<file path="src/rtl/fpu_issue_ctrl.sv">
// fpu_issue_ctrl: queues add/sub requests and runs them through FPU_32b one
// at a time. Operands are held for the FPU latency, the result and flags are
// captured, and they are returned on a valid/ready response port.
module fpu_issue_ctrl #(
    parameter int unsigned DEPTH       = 4,
    parameter int unsigned FPU_LATENCY = 8
) (
    input  logic        clk_i,
    input  logic        RST,
    input  logic        req_valid_i,
    output logic        req_ready_o,
    input  logic [31:0] req_opa_i,
    input  logic [31:0] req_opb_i,
    input  logic        req_op_i,
    input  logic [1:0]  req_mode_i,
    output logic [31:0] fpu_opa_o,
    output logic [31:0] fpu_opb_o,
    output logic        fpu_op_o,
    output logic [1:0]  fpu_mode_o,
    input  logic [31:0] fpu_result_i,
    input  logic [4:0]  fpu_flags_i,
    output logic        rsp_valid_o,
    input  logic        rsp_ready_i,
    output logic [31:0] rsp_result_o,
    output logic [4:0]  rsp_flags_o,
    output logic        busy_o
);

    localparam int unsigned PTR_W = (DEPTH > 1) ? $clog2(DEPTH) : 1;
    localparam int unsigned CNT_W = $clog2(DEPTH + 1);
    localparam int unsigned LAT_W = (FPU_LATENCY > 1) ? $clog2(FPU_LATENCY) : 1;

    typedef struct packed {
        logic [31:0] opa;
        logic [31:0] opb;
        logic        op;
        logic [1:0]  mode;
    } entry_t;

    typedef enum logic [1:0] {
        IDLE    = 2'd0,
        WAIT    = 2'd1,
        CAPTURE = 2'd2,
        RESP    = 2'd3
    } state_t;

    entry_t             mem [DEPTH];
    logic [PTR_W-1:0]   wr_ptr_q;
    logic [PTR_W-1:0]   rd_ptr_q;
    logic [CNT_W-1:0]   count_q;
    logic [LAT_W-1:0]   lat_cnt_q;
    state_t             state_q;
    state_t             state_d;
    logic               full;
    logic               empty;
    logic               push;
    logic               pop;
    entry_t             head;
    entry_t             wr_entry;

    assign full        = (count_q == CNT_W'(DEPTH));
    assign empty       = (count_q == '0);
    // Ready depends only on the registered count, never on rsp_ready_i.
    assign req_ready_o = !RST && !full;
    assign push        = req_valid_i && req_ready_o;
    assign head        = mem[rd_ptr_q];
    assign wr_entry    = '{opa: req_opa_i, opb: req_opb_i, op: req_op_i, mode: req_mode_i};
    assign busy_o      = (state_q != IDLE) || !empty;

    // Request storage; contents need no reset since count gates every read.
    always_ff @(posedge clk_i) begin
        if (push) begin
            mem[wr_ptr_q] <= wr_entry;
        end
    end

    // FIFO pointers and occupancy.
    always_ff @(posedge clk_i or posedge RST) begin
        if (RST) begin
            wr_ptr_q <= '0;
            rd_ptr_q <= '0;
            count_q  <= '0;
        end else begin
            if (push) wr_ptr_q <= wr_ptr_q + PTR_W'(1);
            if (pop)  rd_ptr_q <= rd_ptr_q + PTR_W'(1);
            case ({push, pop})
                2'b10:   count_q <= count_q + CNT_W'(1);
                2'b01:   count_q <= count_q - CNT_W'(1);
                default: count_q <= count_q;
            endcase
        end
    end

    // FSM state register.
    always_ff @(posedge clk_i or posedge RST) begin
        if (RST) begin
            state_q <= IDLE;
        end else begin
            state_q <= state_d;
        end
    end

    // Next state and pop decision; RESP chains straight into the next WAIT.
    always_comb begin
        state_d = state_q;
        pop     = 1'b0;
        case (state_q)
            IDLE: begin
                if (!empty) begin
                    pop     = 1'b1;
                    state_d = WAIT;
                end
            end
            WAIT: begin
                if (lat_cnt_q == '0) state_d = CAPTURE;
            end
            CAPTURE: begin
                state_d = RESP;
            end
            RESP: begin
                if (rsp_ready_i) begin
                    if (!empty) begin
                        pop     = 1'b1;
                        state_d = WAIT;
                    end else begin
                        state_d = IDLE;
                    end
                end
            end
            default: state_d = IDLE;
        endcase
    end

    // Operand issue, latency counter and response capture.
    always_ff @(posedge clk_i or posedge RST) begin
        if (RST) begin
            fpu_opa_o    <= '0;
            fpu_opb_o    <= '0;
            fpu_op_o     <= 1'b0;
            fpu_mode_o   <= '0;
            lat_cnt_q    <= '0;
            rsp_valid_o  <= 1'b0;
            rsp_result_o <= '0;
            rsp_flags_o  <= '0;
        end else begin
            if (pop) begin
                fpu_opa_o  <= head.opa;
                fpu_opb_o  <= head.opb;
                fpu_op_o   <= head.op;
                fpu_mode_o <= head.mode;
                lat_cnt_q  <= LAT_W'(FPU_LATENCY - 1);
            end else if (state_q == WAIT && lat_cnt_q != '0) begin
                lat_cnt_q  <= lat_cnt_q - LAT_W'(1);
            end

            if (state_q == CAPTURE) begin
                rsp_result_o <= fpu_result_i;
                rsp_flags_o  <= fpu_flags_i;
                rsp_valid_o  <= 1'b1;
            end else if (state_q == RESP && rsp_ready_i) begin
                rsp_valid_o  <= 1'b0;
            end
        end
    end

endmodule

</file>
<file path="config.mk">
export PLATFORM = sky130hd
export DESIGN_NAME = fpu_issue_ctrl
export DESIGN_NICKNAME = d
export VERILOG_FILES = /design/src/rtl/fpu_issue_ctrl.sv
export SDC_FILE = /design/constraint.sdc
export NUM_CORES = 1
export LEC_CHECK = 0
export BUFFER_PORTS_ARGS = -buffer_cell sky130_fd_sc_hd__buf_2
export CAP_MARGIN = 20
export CELL_PAD_IN_SITES_DETAIL_PLACEMENT = 0
export CELL_PAD_IN_SITES_GLOBAL_PLACEMENT = 2
export CORE_ASPECT_RATIO = 0.8
export CORE_MARGIN = 2
export CORE_UTILIZATION = 43
export CTS_CLUSTER_DIAMETER = 200
export DETAILED_ROUTE_END_ITERATION = 7
export HOLD_SLACK_MARGIN = 0.12
export PLACE_DENSITY = 0.85
export SLEW_MARGIN = 10
export SYNTH_ARGS = -nofsm -noshare
export SYNTH_HDL_FRONTEND = slang
export SYNTH_SLANG_ARGS = --single-unit
</file>
<file path="constraint.sdc">
create_clock -name clk_i -period 4.05 [get_ports clk_i]
set_clock_uncertainty 0.15 [all_clocks]
set_input_delay 0.405 -clock clk_i [delete_from_list [all_inputs] [get_ports clk_i]]
set_output_delay 0.405 -clock clk_i [all_outputs]
set_load 0.01 [all_outputs]
</file>
# --- Yosys cells after proc, flatten, opt, wreduce, memory -nomap -nowiden ---
# Memory sizes are Yosys's and may differ from the RTL's. A register that Yosys moved wholly into a read port is not among the register bits.
# Cells that the tools add are included.
totals:
  word_cells: 55
  ramBits: 268
  n_memories: 1
  input_bits: 108
  output_inout_bits: 107
  register_bits: 50
memory_table:
  columns: ["name", "depth", "width", "read_ports", "rd_ports_with_merged_regs", "wr", "line", "text"]
  rows:
  - ["mem", 4, 67, 1, 1, 1, "47", "entry_t mem [DEPTH];"]
classes:
  addsub: 5
  muxes: 15
  n_reduce_logical: 17
  n_eq_ne: 9
ops:
  columns: ["op", "count"]
  rows:
  - ["2-bit one-hot mux with 4 select lines", 1]
  - ["2-bit nonzero test", 4]
  - ["1-bit 2-to-1 mux", 7]
  - ["2-bit == test, second input constant", 3]
  - ["3-bit zero test", 2]
  - ["2-bit 2-to-1 mux", 3]
  - ["3-bit 2-to-1 mux", 2]
  - ["2-bit inequality test, second input constant", 3]
  - ["3-bit one-hot mux with 2 select lines", 1]
  - ["3-bit by 1-bit subtractor with 3-bit output, second input constant", 2]
  - ["2-bit by 1-bit adder with 2-bit output, second input constant", 2]
  - ["2-bit by 1-bit == test with 1-bit output, second input constant", 2]
  - ["1-bit logical AND", 4]
  - ["3-bit by 1-bit adder with 3-bit output, second input constant", 1]
  - ["3-bit == test, second input constant", 1]
  - ["1-bit zero test", 3]
  - ["3-bit AND reduction", 1]
  - ["3-bit nonzero test", 1]
  - ["2-bit zero test", 1]
  - ["1-bit one-hot mux with 2 select lines", 1]
  - ["1-bit logical OR", 1]

# --- Depth between registers and ports, before layout ---
logic_depth:
  depth_word: 6
  depth_mapped: 13
  depth_no_buf: 10

# --- Least setup slack after synthesis ---
# No wires, ideal clock.
synth_timing:
  path_type: "register -> register"
  from: "reg count_q[0]"
  to: "mem mem[0][0] in the netlist's numbering, enable pin"
  slack_ns: 0.964
  path_stages_with_launch: 4
  required_ns: 3.468
  path_buffers: 0
  setup_time_ns: 0.432
  arrival_time_ns: 2.504
  synth_period_minus_slack_ns: 3.086
  path_cell_list: "dfrtp_1 > nor2_1 > a21oi_1 > and2_1"
synth_between:
  elab_chain_len: 6
synth_rtl:
  columns: ["element", "line", "text"]
  rows:
  - ["start, declared", "50", "logic [CNT_W-1:0] count_q;"]
  - ["start signal, assigned", "87", "2'b10: count_q <= count_q + CNT_W'(1);"]
  - ["start signal, assigned", "88", "2'b01: count_q <= count_q - CNT_W'(1);"]
  - ["start signal, assigned", "89", "default: count_q <= count_q;"]
  - ["3-bit == test", "61", "assign full = (count_q == CNT_W'(DEPTH));"]
  - ["1-bit zero test", "64", "assign req_ready_o = !RST && !full;"]
  - ["1-bit logical AND", "64", null]
  - ["1-bit logical AND", "65", "assign push = req_valid_i && req_ready_o;"]
  - ["1-bit 2-to-1 mux", "72", "if (push) begin"]
  - ["1-bit 2-to-1 mux (implied by the code)", "73", "mem[wr_ptr_q] <= wr_entry;"]
  - ["end, declared", "47", null]
# Every way passes these cells.

# --- Final worst setup path ---
layout_timing:
  from: "reg state_q[0]"
  to: "reg count_q[1]"
layout_between:
  elab_chain_len: 4
  word_cells_on_any_way: 7
  cone_classes: "eq/ne (3); mux (2); reduce/logical (2)"
layout_rtl:
  columns: ["element", "line", "text"]
  rows:
  - ["start, declared", "52", "state_t state_q;"]
  - ["start signal, assigned", "99", "state_q <= state_d;"]
  - ["2-bit == test / 2-bit zero test (equally long branches)", "107", "case (state_q)"]
  - ["1-bit one-hot mux with 2 select lines (*)", "107", null]
  - ["2-bit by 1-bit == test with 1-bit output / 2-bit == test (equally long branches)", "86", "case ({push, pop})"]
  - ["3-bit one-hot mux with 2 select lines / 2-bit nonzero test (equally long branches)", null, null]
# Every way passes the cells marked *; elsewhere a longest branch is shown, timed or not.
# A chain may end at the register's enable or synchronous reset.

==> run summary <==
The run finished with clean final reports. Yosys mapped a number of flops with a built-in enable equal to 268. The number of endpoints with negative hold slack in the final report is 0, and the overall overflow remaining after global route is 0.

Clock edge transition at the registers on the reported setup and hold paths: 60 ps. The run gives 0.265 as the relative contribution of the clock network to total power. The later pin in the worst-skew pair is clocked with a latency of 520 ps.

The fraction of the cycle the final worst path needs was 0.741; the final-report max-slew violation count was 0. The worst setup path is launched from a flip-flop. The largest total area in the synthesized netlist belongs to sky130_fd_sc_hd__edfxtp_1. The length of the first detailed-routing pass in iterations was 5; the number of cells in the design after placement was 1269.

For the number of distinct library cells after synthesis, the log shows 31. The post-synthesis async set-or-reset flop share is 0.304. After detailed routing, the average wire length per cell comes to 20.0 µm.

For this design, the slowest cell found on the critical path is sky130_fd_sc_hd__or3_1. The share of Yosys cell area claimed by the top area cell type is 0.558. Wires add up to 29000 µm.

Setup repair after global routing left no endpoint under its margin. In this run the tool buffered the top-level ports with 214 buffer cells. From bottom edge to top edge, the die measures 168 µm.

After detailed routing, the number of vias per cell comes to 5.02. For this block, the via count after detailed routing is 7258. The number of buffers on the longest clock path is 3, and the pin count of the biggest net entering global routing is 69. The initial antenna violation count is 1. Counting flops and latches in the post-synthesis netlist gives 385. At the end of routability-driven placement, the weighted congestion stood at 0.691.

Yosys attributes the largest share of cell area to sky130_fd_sc_hd__edfxtp_1 (56%), sky130_fd_sc_hd__dfrtp_1 (20%), sky130_fd_sc_hd__mux4_2 (10%), sky130_fd_sc_hd__mux2_2 (6.9%), sky130_fd_sc_hd__mux2_4 (2.0%). For the worst setup path, the data required time is 4310 ps. The clock net in this run drives a total of 385 sinks.

The first global-routing pass estimated 45000 µm of wire. Total routing usage reported by global routing: 0.167. The most used flip-flop cell after synthesis is sky130_fd_sc_hd__edfxtp_1.

The tools report the combinational group share of total power as 0.292. From synthesis to final layout, the design area changed by 26.9%. By instance count, the cell type seen most on the critical path is sky130_fd_sc_hd__ha_1.

After routing, the total negative slack on setup checks comes to 0 ps. Sorting the synthesized cells by how often they occur yields sky130_fd_sc_hd__edfxtp_1 (268), sky130_fd_sc_hd__dfrtp_1 (117), sky130_fd_sc_hd__mux2_2 (88), sky130_fd_sc_hd__mux4_2 (67), sky130_fd_sc_hd__mux2_4 (19). Data arrives at the worst endpoint at 3260 ps. The worst slew margin relative to its limit was 0.280. The cell family contributing the most delay on the critical path was adder cells. The tools report the leakage power of the design as 6.92 nW.

Counting every instance in the synthesized netlist gives 647. The path class of the tightest hold or removal check is primary input to flip-flop. The area of the die came out at 35000 µm². Once detail routing completed, the nets flagged for antenna violations numbered 0. The switching share of total power was 0.288.

Yosys printed 0 warnings. The floorplan step set the die width to 209 µm. For this run, design rule violations remaining after detail routing come to 0. For the number of max-capacitance violations reported, the log shows 0. STA classifies the critical path endpoint as a flip-flop. Row generation in the floorplan step produced 59 rows.

The count of pins on the block boundary was 215. The count of cells in the finished layout, fillers not included, comes to 1447. The transition time of the tightest slew-check pin came out at 1080 ps. By startpoint and endpoint, the worst setup path is classified as flip-flop to flip-flop.

A synthesized cell averages 22.3 µm². The fraction of final layout cells with drive strength greater than 1 was 0.451. The post-layout minimum cycle time was 3000 ps; the net switching power was 3.80 mW. TritonCTS built the clock tree. Counting every net in the synthesized netlist gives 768.

The most common cell in the synthesized netlist is sky130_fd_sc_hd__edfxtp_1. The run gives 0.444 as the part of the power in registers. In this run, the number of DRC markers left after iteration 0 of detailed routing was 446. For this run, the top clock speed supported by timing is 333 MHz. Detailed placement finished with a half-perimeter wire length of 16900 µm.

The number of H-tree levels was 2; the initial standard-cell utilization of the core was 0.440. Number of setup violations in the final report: 0. The tools report the core footprint as 32800 µm².

The cell area that synthesis handed to floorplanning was 14400 µm². The number of clock buffers inserted by TritonCTS came out at 39. In this run the power density over the cells is 721 nW/µm². The internal power of the cells totals 9.40 mW. For the post-synthesis sequential area ratio, the log shows 0.761.

The run gives 7806 as the via count of the first global-routing pass. The critical path's largest stage delay was 520 ps; the largest vdd supply drop was 0.438 mV. The critical path goes through inv_1 > ha_1 > or3_1 > inv_6 > ha_1 > fa_1 > mux2_2.

Count of buffer and inverter cells on the critical path: 2. The utilization after layout was 0.558; the worst hold margin was 245 ps. Of all nets on the critical path, the largest fanout is 36. The root buffer cell chosen for the clock tree is sky130_fd_sc_hd__clkbuf_16. For the final layout net count, the log shows 1110.
registers in the layout, summed over array words and instances (netlist names):
register,flops
fpu_op_o,1
mem,268
fpu_mode_o,2
fpu_opa_o,32
lat_cnt_q,3
rd_ptr_q,2
state_q,2
count_q,3
wr_ptr_q,2
fpu_opb_o,32
rsp_result_o,32
rsp_valid_o,1
rsp_flags_o,5
final cells by class:
class	instances	area [µm²]
fillers	2518	14500
flip-flops and latches	385	11000
multi-input cells	224	3220
repair buffers	329	2270
clock buffers	54	1070
well taps	427	534
clock inverters	17	175
inverters	10	45.0
diodes	1	2.50
cell usage in the layout, fill, tap and decap left out, types with 2 or more instances in the layout:
master,netlist,routed
sky130_fd_sc_hd__xnor2_1,5,5
sky130_fd_sc_hd__xor2_1,2,2
sky130_fd_sc_hd__inv_1,9,8
sky130_fd_sc_hd__clkbuf_16,0,40
sky130_fd_sc_hd__nor2b_1,3,3
sky130_fd_sc_hd__nand2b_1,3,3
sky130_fd_sc_hd__dlygate4sd3_1,0,106
sky130_fd_sc_hd__o211ai_1,2,2
sky130_fd_sc_hd__nor2_1,3,3
sky130_fd_sc_hd__nand2_1,5,5
sky130_fd_sc_hd__dfrtp_4,0,2
sky130_fd_sc_hd__and2_4,0,4
sky130_fd_sc_hd__mux2_4,19,19
sky130_fd_sc_hd__buf_2,7,214
sky130_fd_sc_hd__clkbuf_8,0,2
sky130_fd_sc_hd__edfxtp_1,268,268
sky130_fd_sc_hd__dfrtp_1,117,115
sky130_fd_sc_hd__clkbuf_1,9,12
sky130_fd_sc_hd__inv_6,1,2
sky130_fd_sc_hd__clkinv_1,0,5
sky130_fd_sc_hd__buf_4,5,3
sky130_fd_sc_hd__mux2_2,88,88
sky130_fd_sc_hd__a21oi_1,3,3
sky130_fd_sc_hd__ha_1,12,12
sky130_fd_sc_hd__mux4_2,67,67
sky130_fd_sc_hd__buf_12,3,6
sky130_fd_sc_hd__bufinv_16,0,3
sky130_fd_sc_hd__clkinv_2,0,5
cells by family (layout without fill, tap and decap cells):
family | count (synthesis) | in the layout | share of synthesized area
fa+ha+maj | 13 | 13 | 0.0118
buf+inv | 38 | 410 | 0.0166
simple gates | 21 | 21 | 0.00859
other cells | 0 | 1 | 0
flops | 385 | 385 | 0.761
xor+xnor | 7 | 7 | 0.00425
mux | 174 | 174 | 0.193
compound gates | 9 | 9 | 0.00451
metrics by stage:
stage / setup slack (ps) / cell area, µm² / power (mW)
2_1_floorplan: 394 / 14400 / 8.54
3_3_place_gp: 1060 / 16000 / 9.67
3_5_place_dp: 1010 / 16000 / 9.76
4_1_cts: 1010 / 18300 / 13.4
5_1_grt: 852 / 18300 / 13.9
6_report: 1050 / 18300 / 13.2
worst min-delay path: stages:
cell	delay, ps
sky130_fd_sc_hd__buf_2	100
sky130_fd_sc_hd__nand2b_1	70
sky130_fd_sc_hd__a21oi_1	130
sky130_fd_sc_hd__xnor2_1	160
final timing paths:
kind / start / slack, ps / endpoint / cells past startpoint
setup / recovery: state_q[0] / 1050 / count_q[1] / 7
hold / removal: req_valid_i / 250 / wr_ptr_q[0] / 4
setup reg to reg: state_q[0] / 1050 / count_q[1] / 7
hold reg to reg: rsp_valid_o / 340 / rsp_valid_o / 1
max in group asynchronous: RST / 2410 / state_q[1] / 4
min in group asynchronous: RST / 530 / fpu_opa_o[7] / 3
power by group through the flow:
stage | logic [mW] | registers, mW | clock network, mW
2_1_floorplan | 2.68 | 5.85 | 0
3_5_place_dp | 3.82 | 5.94 | 0
3_3_place_gp | 3.75 | 5.91 | 0
4_1_cts | 3.92 | 5.88 | 3.58
5_1_grt | 4.18 | 5.98 | 3.76
6_report | 3.85 | 5.86 | 3.50
what timing repair did:
item	in CTS	in global routing
setup buffers	0	0
endpoints found under the setup margin	0	0
hold buffers	106	0
gates resized for setup	0	0
endpoints found under the hold margin	372	0
routing by layer:
layer | GRT usage | share of wire | vias up
met5 | 0 | 0 | -
met4 | 0.0441 | 0.017 | 0
met3 | 0.0328 | 0.061 | 42
met2 | 0.276 | 0.49 | 218
met1 | 0.231 | 0.43 | 3741
li1 | - | - | 3257
Note: power is estimated with default switching activity, not from simulation.
